File: config.mk
export PLATFORM = sky130hd
export DESIGN_NAME = mux_rr_arbiter
export DESIGN_NICKNAME = d
export VERILOG_FILES = /design/src/rtl/mux_rr_arbiter.sv
export SDC_FILE = /design/constraint.sdc
export NUM_CORES = 1
export LEC_CHECK = 0
export CAP_MARGIN = 20
export CELL_PAD_IN_SITES_DETAIL_PLACEMENT = 0
export CELL_PAD_IN_SITES_GLOBAL_PLACEMENT = 1
export CORE_MARGIN = 2
export CORE_UTILIZATION = 24
export DETAILED_ROUTE_END_ITERATION = 16
export GPL_TIMING_DRIVEN = 1
export HOLD_SLACK_MARGIN = 0.08
export PLACE_DENSITY_LB_ADDON = 0.1
export SLEW_MARGIN = 20
export SYNTH_ARGS = -nofsm -noshare
export SYNTH_HDL_FRONTEND = slang
export SYNTH_SLANG_ARGS = --single-unit
File: constraint.sdc
create_clock -name clk -period 2.3 [get_ports clk]
set_input_delay 0.46 -clock clk [delete_from_list [all_inputs] [get_ports clk]]
set_output_delay 0.46 -clock clk [all_outputs]
set_load 0.02 [all_outputs]
File: src/rtl/mux_rr_arbiter.sv
// Round-robin packet arbiter. It drives the select of an internal bus mux that
// shares one valid/ready output channel among 2**SEL_WIDTH requesters. A grant
// is held until the beat carrying lst is accepted. The grant is also released
// when MAX_BEATS beats have been accepted.
// Optional feature: define MUX_RR_ARBITER_GNT_CNT_EN to add per-requester
// saturating grant counters on gnt_cnt_o.
module mux_rr_arbiter #(
  parameter int unsigned SEL_WIDTH = 2,
  parameter int unsigned DAT_WIDTH = 8,
  parameter int unsigned MAX_BEATS = 16
) (
  input  logic                                        clk,
  input  logic                                        rst_n,
  input  logic [(1<<SEL_WIDTH)-1:0]                   req_vld_i,
  input  logic [(1<<SEL_WIDTH)-1:0][DAT_WIDTH-1:0]    req_dat_i,
  input  logic [(1<<SEL_WIDTH)-1:0]                   req_lst_i,
  output logic [(1<<SEL_WIDTH)-1:0]                   req_rdy_o,
  output logic                                        vld_o,
  output logic [DAT_WIDTH-1:0]                        dat_o,
  output logic                                        lst_o,
  input  logic                                        rdy_i,
  output logic [SEL_WIDTH-1:0]                        sel_o,
`ifdef MUX_RR_ARBITER_GNT_CNT_EN
  output logic [(1<<SEL_WIDTH)-1:0][15:0]             gnt_cnt_o,
`endif
  output logic                                        busy_o
);

  localparam int unsigned N     = 1 << SEL_WIDTH;
  localparam int unsigned CNT_W = (MAX_BEATS > 1) ? $clog2(MAX_BEATS) : 1;

  localparam logic [0:0] StIdle = 1'b0;
  localparam logic [0:0] StBusy = 1'b1;

  logic [0:0]           state_q, state_d;
  logic [SEL_WIDTH-1:0] sel_q, sel_d;
  logic [SEL_WIDTH-1:0] last_gnt_q, last_gnt_d;
  logic [CNT_W-1:0]     beat_cnt_q, beat_cnt_d;

  logic [SEL_WIDTH-1:0] winner;
  logic [SEL_WIDTH-1:0] idx;
  logic                 any_req;
  logic                 busy;
  logic                 grant;
  logic                 accept;
  logic                 cnt_full;
  logic                 mux_vld;
  logic                 mux_lst;
  logic [DAT_WIDTH-1:0] mux_dat;

  // Bus mux: route the selected requester's beat to the output channel.
  always_comb begin
    mux_vld = req_vld_i[sel_q];
    mux_dat = req_dat_i[sel_q];
    mux_lst = req_lst_i[sel_q];
  end

  // Round-robin search starting just after the last granted requester.
  always_comb begin
    winner  = last_gnt_q;
    any_req = 1'b0;
    idx     = '0;
    for (int unsigned i = 1; i <= N; i++) begin
      // SEL_WIDTH-bit addition wraps modulo N
      idx = last_gnt_q + SEL_WIDTH'(i);
      if (!any_req && req_vld_i[idx]) begin
        winner  = idx;
        any_req = 1'b1;
      end
    end
  end

  // Output channel and per-requester ready, all gated by the grant.
  always_comb begin
    busy     = (state_q == StBusy);
    cnt_full = (beat_cnt_q == CNT_W'(MAX_BEATS - 1));
    busy_o   = busy;
    sel_o    = sel_q;
    vld_o    = busy & mux_vld;
    dat_o    = mux_dat;
    lst_o    = busy & (mux_lst | cnt_full);
    req_rdy_o = '0;
    if (busy) begin
      req_rdy_o[sel_q] = rdy_i;
    end
    accept = vld_o & rdy_i;
    grant  = (state_q == StIdle) & any_req;
  end

  // Next-state: grant in IDLE, count beats in BUSY, release on last beat.
  always_comb begin
    state_d    = state_q;
    sel_d      = sel_q;
    last_gnt_d = last_gnt_q;
    beat_cnt_d = beat_cnt_q;
    case (state_q)
      StIdle: begin
        if (grant) begin
          sel_d      = winner;
          state_d    = StBusy;
          beat_cnt_d = '0;
        end
      end
      default: begin
        if (accept) begin
          beat_cnt_d = beat_cnt_q + CNT_W'(1);
          if (lst_o) begin
            state_d    = StIdle;
            last_gnt_d = sel_q;
          end
        end
      end
    endcase
  end

  // State registers with synchronous active-low reset.
  always_ff @(posedge clk) begin
    if (!rst_n) begin
      state_q    <= StIdle;
      sel_q      <= '0;
      last_gnt_q <= SEL_WIDTH'(N - 1);
      beat_cnt_q <= '0;
    end else begin
      state_q    <= state_d;
      sel_q      <= sel_d;
      last_gnt_q <= last_gnt_d;
      beat_cnt_q <= beat_cnt_d;
    end
  end

`ifdef MUX_RR_ARBITER_GNT_CNT_EN
  logic [N-1:0][15:0] gnt_cnt_q, gnt_cnt_d;

  // Saturating per-requester grant counters, bumped on each IDLE->BUSY.
  always_comb begin
    gnt_cnt_d = gnt_cnt_q;
    for (int unsigned i = 0; i < N; i++) begin
      if (grant && (winner == SEL_WIDTH'(i)) && (gnt_cnt_q[i] != 16'hFFFF)) begin
        gnt_cnt_d[i] = gnt_cnt_q[i] + 16'd1;
      end
    end
  end

  // Grant counter registers.
  always_ff @(posedge clk) begin
    if (!rst_n) begin
      gnt_cnt_q <= '0;
    end else begin
      gnt_cnt_q <= gnt_cnt_d;
    end
  end

  assign gnt_cnt_o = gnt_cnt_q;
`endif

endmodule

After elaboration in Yosys (flattened, before gate mapping)
Cells that the tools add are included.
{"block": "totals", "latchBits": 0, "mem_count": 0, "out_inout_bits": 17, "ram_bits": 0, "register_bits": 9, "inputBits": 43, "wordCells": 66, "rom_bits": 0}
{"block": "op_classes", "reduce_logical": 11, "n_addsub": 4, "n_mux": 32, "order_cmp": 6, "bitwise_logic": 7, "eq_ne": 2, "div_mod_pow": 0, "shift": 0, "multipliers": 0}
{"operator": "$bmux 8 s2", "n": 1}
{"operator": "$mux 4", "n": 4}
{"operator": "$lt 2x3->1 const B", "n": 5}
{"operator": "$mux 1", "n": 15}
{"operator": "$bmux 1 s2", "n": 6}
{"operator": "$mux 2", "n": 4}
{"operator": "$mux 8", "n": 1}
{"operator": "$add 2x2->2 const B", "n": 2}
{"operator": "$add 4x1->4 const B", "n": 1}
{"operator": "$and 1x1->1", "n": 4}
{"operator": "$and 4x4->4", "n": 1}
{"operator": "$eq 4x4->1 const B", "n": 1}
{"operator": "$logic_and 1x1->1", "n": 4}
{"operator": "$reduce_and 2->1", "n": 2}
{"operator": "$logic_not 1->1", "n": 3}
{"operator": "$reduce_and 3->1", "n": 1}
{"operator": "$add 2x1->2 const B", "n": 1}
{"operator": "$demux 1 s2", "n": 1}
{"operator": "$ge 2x1->1 const B", "n": 1}
{"operator": "$ne 2x1->1 const B", "n": 1}
{"operator": "$reduce_bool 2->1", "n": 1}
{"operator": "$not 1->1", "n": 1}
{"operator": "$or 1x1->1", "n": 1}

Depth between registers and ports, before layout
Gate-level depths: netlist of run 1.
{"block": "logic_depth", "ltp_word": 16, "mapped_depth": 6, "ltp_nobuf": 4}

Worst setup path after synthesis of run 1
OpenSTA, ideal clock, no wires.
{"block": "synth_path", "path_type": "register to output", "start": "register sel_q[0], in the netlist sel_o[0]", "end": "output lst_o", "path_buffers": 1, "arrival_time_ps": 1535, "path_stages_with_launch": 5, "path_slack_ps": 305, "path_cell_list": "dfxtp_1 > buf_6 > mux4_2 > a31oi_4 > and2b_1"}
{"block": "synth_between", "elab_chain_len": 4}
{"item": "start, declared", "line": "36", "rtl": "logic [SEL_WIDTH-1:0] sel_q, sel_d;"}
{"item": "start signal, assigned", "line": "125", "rtl": "sel_q <= sel_d;"}
{"item": "$bmux 1 s2", "line": "55", "rtl": "mux_lst = req_lst_i[sel_q];"}
{"item": "$mux 1 (implied by the code)", "line": "55"}
{"item": "$or 1x1->1", "line": "81", "rtl": "lst_o = busy & (mux_lst | cnt_full);"}
{"item": "$and 1x1->1", "line": "81"}
{"item": "end, declared", "line": "20", "rtl": "output logic lst_o,"}
No other way between the ends. The select of a mux whose other input is x is not followed.

Worst setup path after layout of run 1
{"block": "layout_path", "start": "register sel_q[0], in the netlist sel_o[0]", "end": "output dat_o[7]"}
{"block": "layout_between", "elab_chain_len": 2}
{"item": "$bmux 8 s2", "line": "54", "rtl": "mux_dat = req_dat_i[sel_q];"}
{"item": "$mux 8 (implied by the code)", "line": "54"}
{"item": "end, declared", "line": "19", "rtl": "output logic [DAT_WIDTH-1:0] dat_o,"}
No other way between the ends. The select of a mux whose other input is x is not followed.

==> metrics.csv, run 1 <==
stage;metric;value;unit
power_and_ir_drop;worst_vdd_ir;290.8;µV
placement;gp_congestion;0.7047;
timing;final-setup-viol-count;0;
power_and_ir_drop;post-layout-total-power;564.5;µW
clock_network;cts_hold_buf;0;
die;num_io_pins;60;
logic_synthesis;synth_cells;84;
cells_and_area;final.fill_count;322;
clock_network;worst_setup_hold_path_clk_slew;70;ps
logic_synthesis;synth_fa_ha_area_frac;0.01587;
logic_synthesis;ys_warn_count;0;
power_and_ir_drop;power_leakage;0.0006934;µW
placement;io_buffer_count;59;
worst_setup_path;worstPathCellList;buf_6, mux4_1, dlygate4sd2_1;
logic_synthesis;share_of_yosys_cell_area_claimed_by_the_top_area_cell_type;0.2286;
drt;routed_length_per_placed_instance;13.85;µm
timing;skew;7.100;ps
min_path;hold_path_class;reg2reg;
die;dieArea;0.003759;mm²
worst_setup_path;critical_path.slowest_cell;sky130_fd_sc_hd__mux4_1;
timing;maxSlewViolCount;0;
global_routing;vias_in_the_first_global_route;892;
timing;maxSlewHeadroom;0.7865;
worst_setup_path;timing.setup.critical_path_class;reg2out;
logic_synthesis;synth_common_cells;9 x sky130_fd_sc_hd__dfxtp_1, 8 x sky130_fd_sc_hd__mux4_2, 8 x sky130_fd_sc_hd__nor2_1;
drt;detail_route.vias_per_cell;4.682;
global_routing;grt_overflow_total;0;
clock_network;clock_path_buffers;2;
logic_synthesis;synth-compound-area-share;0.1540;
logic_synthesis;yosysMostFrequentCell;sky130_fd_sc_hd__dfxtp_1;
cells_and_area;final_core_utilization;0.4972;
drt;first_pass_iters;4;
logic_synthesis;mappedNetlistArea;788.3;µm²
cells_and_area;antennaDiodeCount;0;
clock_network;cts_buffers;3;
logic_synthesis;yosys_register_bits;9;
flow_run;cap_violations;0;
timing;finalCriticalPeriod;2208;ps
logic_synthesis;post_synth_mux_area_share;0.2873;
logic_synthesis;synth-seq-area-share;0.2286;
logic_synthesis;syn_nets;128;
logic_synthesis;yosys-top-cells-area;sky130_fd_sc_hd__dfxtp_1 23%, sky130_fd_sc_hd__mux4_2 23%, sky130_fd_sc_hd__nand2b_1 4.0%;
worst_setup_path;path_max_fanout;15;
drt;finalWirelength;2742;µm
logic_synthesis;post_synth_edffs;0;
clock_network;worstSkewPairLatency;260;ps
timing;worst_slew_pin_slew;319.8;ps
logic_synthesis;synth_simple_gate_area_frac;0.2413;
clock_network;clock_tree.root_cell;sky130_fd_sc_hd__clkbuf_4;
status;run_status;complete, no violations;
logic_synthesis;syn-mean-instance-area;9.384;µm²
global_routing;track_usage;0.1493;
cells_and_area;flow.area_growth_from_synthesis;94.13;%
global_routing;grt_pass1_wl;4084;µm
worst_setup_path;worst-endpoint-arrival;1750;ps
logic_synthesis;synth_cell_type_count;33;
logic_synthesis;async_reset_ff_frac;0;
drt;final_antenna_net_count;0;
timing;final.period_utilization;0.9601;
logic_synthesis;synth_xor_xnor_area_share;0;
die;initial_utilization;0.2561;
cells_and_area;fin_nets;199;
worst_setup_path;critical_path.startpoint_type;flip-flop;
clock_network;cts_tree;done;
logic_synthesis;synth_top_family_by_area;multiplexers;
worst_setup_path;worstPathRequired;1840;ps
logic_synthesis;synth_top_cell_by_area;sky130_fd_sc_hd__dfxtp_1;
die;placementRows;20;
placement;detailed_place_hpwl;2288;µm
die;die_w;61.31;µm
global_routing;antenna_found_initial;0;
timing;fin_tns_setup;0;ps
clock_network;cts_num_sinks;9;
timing;fmaxAchievable;0.4528;GHz
timing;rsz0062_at_grt;no;
clock_network;cts_max_level;1;
timing;hold_viol_final;0;
global_routing;grt_start_max_net_pins;16;
drt;drt_drc_violations_left;0;
logic_synthesis;synthFlopType;sky130_fd_sc_hd__dfxtp_1;
worst_setup_path;timing.critical_path.slowest_cell_delay;560;ps
drt;vias;927;
worst_setup_path;path_delay_family;multiplexers;
drt;drtIter0Drc;23;
worst_setup_path;crit_buf_inv;2;
power_and_ir_drop;pwr_density_cell;368.9;mW/mm²
cells_and_area;layout-drive-gt1-share;0.1818;
die;coreArea;0.003078;mm²
worst_setup_path;endpoint_class_of_the_critical_path;output pin;
die;floorplan.die.height;61.31;µm
==> where the power goes <==
part / switching, µW / total [µW] / internal (µW)
clock: 58.1 / 122 / 64.1
combinational: 107 / 270 / 163
sequential: 9.76 / 173 / 163
==> cell type report <==
cell class	instances	area [µm²]	share of cell area
inverters	4	15.01	0.009812
multi-input cells	65	550.5	0.3598
clock inverters	1	5.005	0.003271
clock buffers	3	22.52	0.01472
flip-flops and latches	9	180.2	0.1177
well taps	44	55.05	0.03598
repair buffers	72	701.9	0.4587
==> metrics by stage <==
step | setup slack [ps] | hold WS (ps) | instances | cell area [µm²]
3_5_place_dp | -420.9 | 499.3 | 193 | 1481
6_report | 91.74 | 501.4 | 198 | 1530
5_1_grt | 1.964 | 530.3 | 198 | 1530
2_1_floorplan | 305.3 | 471.4 | 84 | 788.3
3_3_place_gp | -381.4 | 484.8 | 193 | 1481
4_1_cts | -41.30 | 507.9 | 197 | 1496
==> repair_timing <==
| item | 4_1_cts | 5_1_grt |
|---|---|---|
| resized for setup | 14 | 10 |
| setup buffers | 0 | 1 |
| pin swaps | 0 | 0 |
| endpoints found under the setup margin | 10 | 5 |
==> logic make-up after synthesis <==
family,after synthesis
compound gates,18
fa+ha+maj,1
buf+inv,10
flops,9
mux,11
simple gates,35
==> layout by cell type (no fill, tap or decap), drive strengths merged, types with 3 or more instances in the layout <==
cell and count:
clkdlybuf4s50 41, nand2 5, and3 3, inv 4, clkbuf 3, dlygate4sd2 9, a31oi 3, a21oi 6
nand3 3, buf 14, dlymetal6s2s 8, dfxtp 9, o21ai 4, nand2b 5, nor2 8, mux4 9
==> sequential cells by signal, summed over array words and instances, names as in the netlist <==
signal      cells
busy_o          1
beat_cnt_q      4
sel_o           2
last_gnt_q      2
==> worst reg2reg max path, cell delays in order (launching register included) <==
cell,delay (ps)
sky130_fd_sc_hd__dfxtp_1,370
sky130_fd_sc_hd__buf_4,190
sky130_fd_sc_hd__mux2i_1,260
sky130_fd_sc_hd__buf_4,140
sky130_fd_sc_hd__o22a_1,270
sky130_fd_sc_hd__buf_4,170
sky130_fd_sc_hd__nor2_1,40
sky130_fd_sc_hd__o21a_1,160
==> worst paths after layout <==
path | start | endpoint | slack (ps) | cells past startpoint
setup / recovery | sel_o[0] | dat_o[7] | 90 | 3
hold / removal | beat_cnt_q[1] | beat_cnt_q[1] | 500 | 2
setup reg to reg | sel_o[1] | beat_cnt_q[0] | 610 | 7
hold reg to reg | beat_cnt_q[1] | beat_cnt_q[1] | 500 | 2
==> per-layer routing <==
layer | global-route usage | vias to the layer above | part of all wire
li1 | - | 456 | -
met1 | 0.1915 | 424 | 0.44
met2 | 0.2340 | 45 | 0.43
met3 | 0.05462 | 2 | 0.12
met4 | 0.04658 | 0 | 0.0062
met5 | 0 | - | 0
No activity file was read; power rests on OpenSTA's default activity.
==> inputs of run 2 (changes only) <==
--- a/config.mk
+++ b/config.mk
@@ -5,11 +5,12 @@
 export SDC_FILE = /design/constraint.sdc
 export NUM_CORES = 1
 export LEC_CHECK = 0
+export ABC_AREA = 1
 export CAP_MARGIN = 20
 export CELL_PAD_IN_SITES_DETAIL_PLACEMENT = 0
 export CELL_PAD_IN_SITES_GLOBAL_PLACEMENT = 1
 export CORE_MARGIN = 2
-export CORE_UTILIZATION = 24
+export CORE_UTILIZATION = 25
 export DETAILED_ROUTE_END_ITERATION = 16
 export GPL_TIMING_DRIVEN = 1
 export HOLD_SLACK_MARGIN = 0.08
==> run 2 against run 1 <==
  * Sequential share of layout area fell by 0.88 points
  * Sequential power rose by 6%
  * Core utilization fell by 4.2 points
  * Total power increased by 39%
  * Synthesized cell count increased by 88%
  * First-iteration DRC count grew 120%
  * Cell area grew 8.8%
  * Worst setup slack got worse by 88 ps
  * Global-route usage is 0.59 points higher
==> metrics.csv, run 2 <==
stage;metric;value;unit;change
status;run_status;complete, no violations;;unchanged
timing;final.period_utilization;0.9983;;was 0.9601
cells_and_area;largest-register;beat_cnt_q;;unchanged
worst_setup_path;endpoint_class_of_the_critical_path;output pin;;unchanged
drt;finalWirelength;3248;µm;was 2742 µm
worst_setup_path;worst-path-stages;6;;was 3
logic_synthesis;post_synth_edffs;0;;unchanged
cells_and_area;antennaDiodeCount;0;;unchanged
logic_synthesis;yosys_register_bits;9;;unchanged
timing;fmaxAchievable;0.4355;GHz;was 0.4528 GHz
placement;setup_slack_at_placement;-138.6;ps;was -420.9 ps
die;placementRows;22;;was 20
cells_and_area;final.fill_count;401;;was 322
placement;detailed_place_hpwl;2623;µm;was 2288 µm
cells_and_area;layout-drive-gt1-share;0.1384;;was 0.1818
placement;io_buffer_count;59;;unchanged
logic_synthesis;share_of_yosys_cell_area_claimed_by_the_top_area_cell_type;0.2095;;was 0.2286
logic_synthesis;synth_cells;158;;was 84
logic_synthesis;syn_nets;202;;was 128
logic_synthesis;synthFlopType;sky130_fd_sc_hd__dfxtp_1;;unchanged
power_and_ir_drop;worst_vdd_ir;288.7;µV;was 290.8 µV
worst_setup_path;worst-r2r-cell-count;10;;was 7
worst_setup_path;critical_path.startpoint_type;flip-flop;;unchanged
logic_synthesis;ys_warn_count;0;;unchanged
clock_network;worstSkewPairLatency;240;ps;was 260 ps
global_routing;antenna_found_initial;0;;unchanged
worst_setup_path;critPathCapture;dat_o[1];;was dat_o[7]
timing;maxSlewHeadroom;0.7709;;was 0.7865
timing;worst_slew_pin_slew;343.1;ps;was 319.8 ps
worst_setup_path;startpoint;sel_o[0];;unchanged
worst_setup_path;worstPathCellList;inv_2, nand2_2, inv_1, a22oi_1, nand3_1, clkdlybuf4s50_1;;was buf_6, mux4_1, dlygate4sd2_1
logic_synthesis;mappedNetlistArea;949.7;µm²;was 788.3 µm²
cells_and_area;final_cell_area;0.001665;mm²;was 0.001530 mm²
logic_synthesis;syn-mean-instance-area;6.011;µm²;was 9.384 µm²
timing;maxSlewViolCount;0;;unchanged
logic_synthesis;yosysMostFrequentCell;sky130_fd_sc_hd__nand2_1;;was sky130_fd_sc_hd__dfxtp_1
clock_network;cts_buffers;3;;unchanged
worst_setup_path;worst-endpoint-arrival;1840;ps;was 1750 ps
drt;detail_route.vias_per_cell;4.647;;was 4.682
logic_synthesis;synth_common_cells;53 x sky130_fd_sc_hd__nand2_1, 16 x sky130_fd_sc_hd__inv_1, 15 x sky130_fd_sc_hd__nand3_1;;was 9 x sky130_fd_sc_hd__dfxtp_1, 8 x sky130_fd_sc_hd__mux4_2, 8 x sky130_fd_sc_hd__nor2_1
timing;rsz0062_at_grt;yes;;was no
worst_setup_path;timing.critical_path.slowest_cell_delay;600;ps;was 560 ps
timing;skew;7.289;ps;was 7.100 ps
drt;vias;1264;;was 927
worst_setup_path;regToRegSetupSlack;650;ps;was 610 ps
clock_network;cts_hold_buf;0;;unchanged
die;floorplan.die.height;65.64;µm;was 61.31 µm
drt;routed_length_per_placed_instance;11.94;µm;was 13.85 µm
timing;final-setup-viol-count;0;;unchanged
global_routing;vias_in_the_first_global_route;1220;;was 892
placement;post_dp_cell_area;0.001623;mm²;was 0.001481 mm²
logic_synthesis;synth-seq-area-share;0.1897;;was 0.2286
clock_network;clock_path_buffers;2;;unchanged
worst_setup_path;path_max_fanout;8;;was 15
drt;drt_drc_violations_left;0;;unchanged
worst_setup_path;path_delay_family;buffers and inverters;;was multiplexers
placement;gp_congestion;0.7700;;was 0.7047
logic_synthesis;synth_top_cell_by_area;sky130_fd_sc_hd__nand2_1;;was sky130_fd_sc_hd__dfxtp_1
worst_setup_path;crit_buf_inv;3;;was 2
clock_network;worst_setup_hold_path_clk_slew;50;ps;was 70 ps
global_routing;grt_start_max_net_pins;10;;was 16
clock_network;cts_tree;done;;unchanged
drt;first_pass_iters;4;;unchanged
cells_and_area;largest_register_ff_count;4;;unchanged
worst_setup_path;regToRegEndpoint;beat_cnt_q[3];;was beat_cnt_q[0]
global_routing;grt_pass1_wl;5354;µm;was 4084 µm
logic_synthesis;async_reset_ff_frac;0;;unchanged
worst_setup_path;worstPathRequired;1840;ps;about the same
cells_and_area;most_frequent_cells_in_the_layout;53 x sky130_fd_sc_hd__nand2_1, 52 x sky130_fd_sc_hd__clkdlybuf4s50_1, 15 x sky130_fd_sc_hd__inv_1, 15 x sky130_fd_sc_hd__nand3_1, 12 x sky130_fd_sc_hd__nor2_1;;was 41 x sky130_fd_sc_hd__clkdlybuf4s50_1, 12 x sky130_fd_sc_hd__buf_4, 9 x sky130_fd_sc_hd__dfxtp_1, 9 x sky130_fd_sc_hd__dlygate4sd2_1
timing;fin_tns_setup;0;ps;unchanged
worst_setup_path;timing.setup.critical_path_class;reg2out;;unchanged
die;coreArea;0.003661;mm²;was 0.003078 mm²
cells_and_area;fin_nets;269;;was 199
die;initial_utilization;0.2594;;was 0.2561
min_path;hold_path_class;reg2reg;;unchanged
power_and_ir_drop;pwr_density_cell;470.2;mW/mm²;was 368.9 mW/mm²
cells_and_area;flow.area_growth_from_synthesis;75.36;%;was 94.13%
worst_setup_path;critical_path.slowest_cell;sky130_fd_sc_hd__clkdlybuf4s50_1;;was sky130_fd_sc_hd__mux4_1
clock_network;clock_tree.root_cell;sky130_fd_sc_hd__clkbuf_8;;was sky130_fd_sc_hd__clkbuf_4
worst_setup_path;crit_reg_reg_startpoint;last_gnt_q[0];;was sel_o[1]
clock_network;cts_num_sinks;9;;unchanged
clock_network;cts_max_level;1;;unchanged
cells_and_area;final_common_cell;sky130_fd_sc_hd__nand2_1;;was sky130_fd_sc_hd__clkdlybuf4s50_1
global_routing;grt_overflow_total;0;;unchanged
die;die_w;65.64;µm;was 61.31 µm
flow_run;cap_violations;0;;unchanged
logic_synthesis;yosys-top-cells-area;sky130_fd_sc_hd__nand2_1 21%, sky130_fd_sc_hd__dfxtp_1 19%, sky130_fd_sc_hd__a22oi_1 7.9%;;was sky130_fd_sc_hd__dfxtp_1 23%, sky130_fd_sc_hd__mux4_2 23%, sky130_fd_sc_hd__nand2b_1 4.0%
global_routing;track_usage;0.1552;;was 0.1493
timing;finalCriticalPeriod;2296;ps;was 2208 ps
timing;hold_viol_final;0;;unchanged
die;dieArea;0.004308;mm²;was 0.003759 mm²
logic_synthesis;synth_cell_type_count;28;;was 33
die;num_io_pins;60;;unchanged
power_and_ir_drop;power_leakage;0.0008176;µW;was 0.0006934 µW
timing;post-route-worst-setup-slack;3.855;ps;was 91.74 ps
drt;final_antenna_net_count;0;;unchanged
drt;drtIter0Drc;51;;was 23
[run 2: cell count changes in the layout (fill, tap and decap cells not counted), sizes merged, moves of 10 or more]
cell,previous run,this run
nand2,5,60
inv,4,21
nand3,3,15
clkdlybuf4s50,41,52
a22oi,0,10
[run 2: logic make-up after synthesis]
group                    after synthesis  synth area share
AND/OR/NAND/NOR                       97            0.4980
buffers and inverters                 25            0.1173
AO/OA/AOI/OAI                         24            0.1634
flip-flops                             9            0.1897
XOR/XNOR                               2           0.01845
adder cells (fa/ha/maj)                1           0.01317
[run 2: how the worst min path moves through the flow]
stage                     slack, ps             to  depth (start not counted)          start
after detailed placement        500  beat_cnt_q[0]                          1  beat_cnt_q[0]
after floorplan                 460  beat_cnt_q[0]                          1  beat_cnt_q[0]
after global routing            540  beat_cnt_q[0]                          1  beat_cnt_q[0]
after CTS                       510         busy_o                          2         busy_o
final                           510  beat_cnt_q[1]                          2  beat_cnt_q[1]
after global placement          490  beat_cnt_q[0]                          1  beat_cnt_q[0]
[run 2: where the power goes]
part / leakage, µW / internal, µW / switching, µW
clock network: 0.0000255 / 119 / 68.1
logic: 0.000718 / 198 / 215
registers: 0.0000739 / 166 / 16.2
[run 2: per-stage QoR]
step	power [µW]	util	std cells	hold WS, ps
final	783.0	0.4549	272	510.4
after global placement	605.0	0.4433	268	485.9
after floorplan	405.9	-	158	460.4
after detailed placement	607.1	0.4433	268	497.2
after global routing	845.9	0.4549	272	541.1
after CTS	792.9	0.4542	272	514.9
[run 2: worst reg2reg max path: stages (launching register included)]
cell and delay [ps]:
sky130_fd_sc_hd__dfxtp_1 520, sky130_fd_sc_hd__inv_2 140, sky130_fd_sc_hd__nand2_1 110, sky130_fd_sc_hd__nand2_1 70
sky130_fd_sc_hd__nand2_1 70, sky130_fd_sc_hd__nand2_1 80, sky130_fd_sc_hd__nor2_2 100, sky130_fd_sc_hd__nand3_1 120
sky130_fd_sc_hd__nand2_4 130, sky130_fd_sc_hd__nand3_1 90, sky130_fd_sc_hd__a21oi_1 150
[run 2: layer usage]
metal	global-route usage	up-vias	part of all wire
met3	0.04281	2	0.10
li1	-	650	-
met4	0.03125	0	0.0031
met5	0	-	0
met1	0.1927	558	0.45
met2	0.2664	54	0.45
[run 2: final cells by class]
cell class | count | area [µm²] | share of cell area
clock buffer | 3 | 41.29 | 0.02479
clock inverter | 1 | 5.005 | 0.003005
inverter | 23 | 96.34 | 0.05785
multi-input combinational | 124 | 658.1 | 0.3952
sequential | 9 | 181.4 | 0.1089
tap | 48 | 60.06 | 0.03606
timing repair buffer | 64 | 623.1 | 0.3742
[run 2: timing repair]
action                                  4_1_cts  5_1_grt
buffers inserted                              0        0
endpoints found under the setup margin       14        9
resized for setup                             8        1
pin swaps                                     1        1
endpoints found under the hold margin         0        0
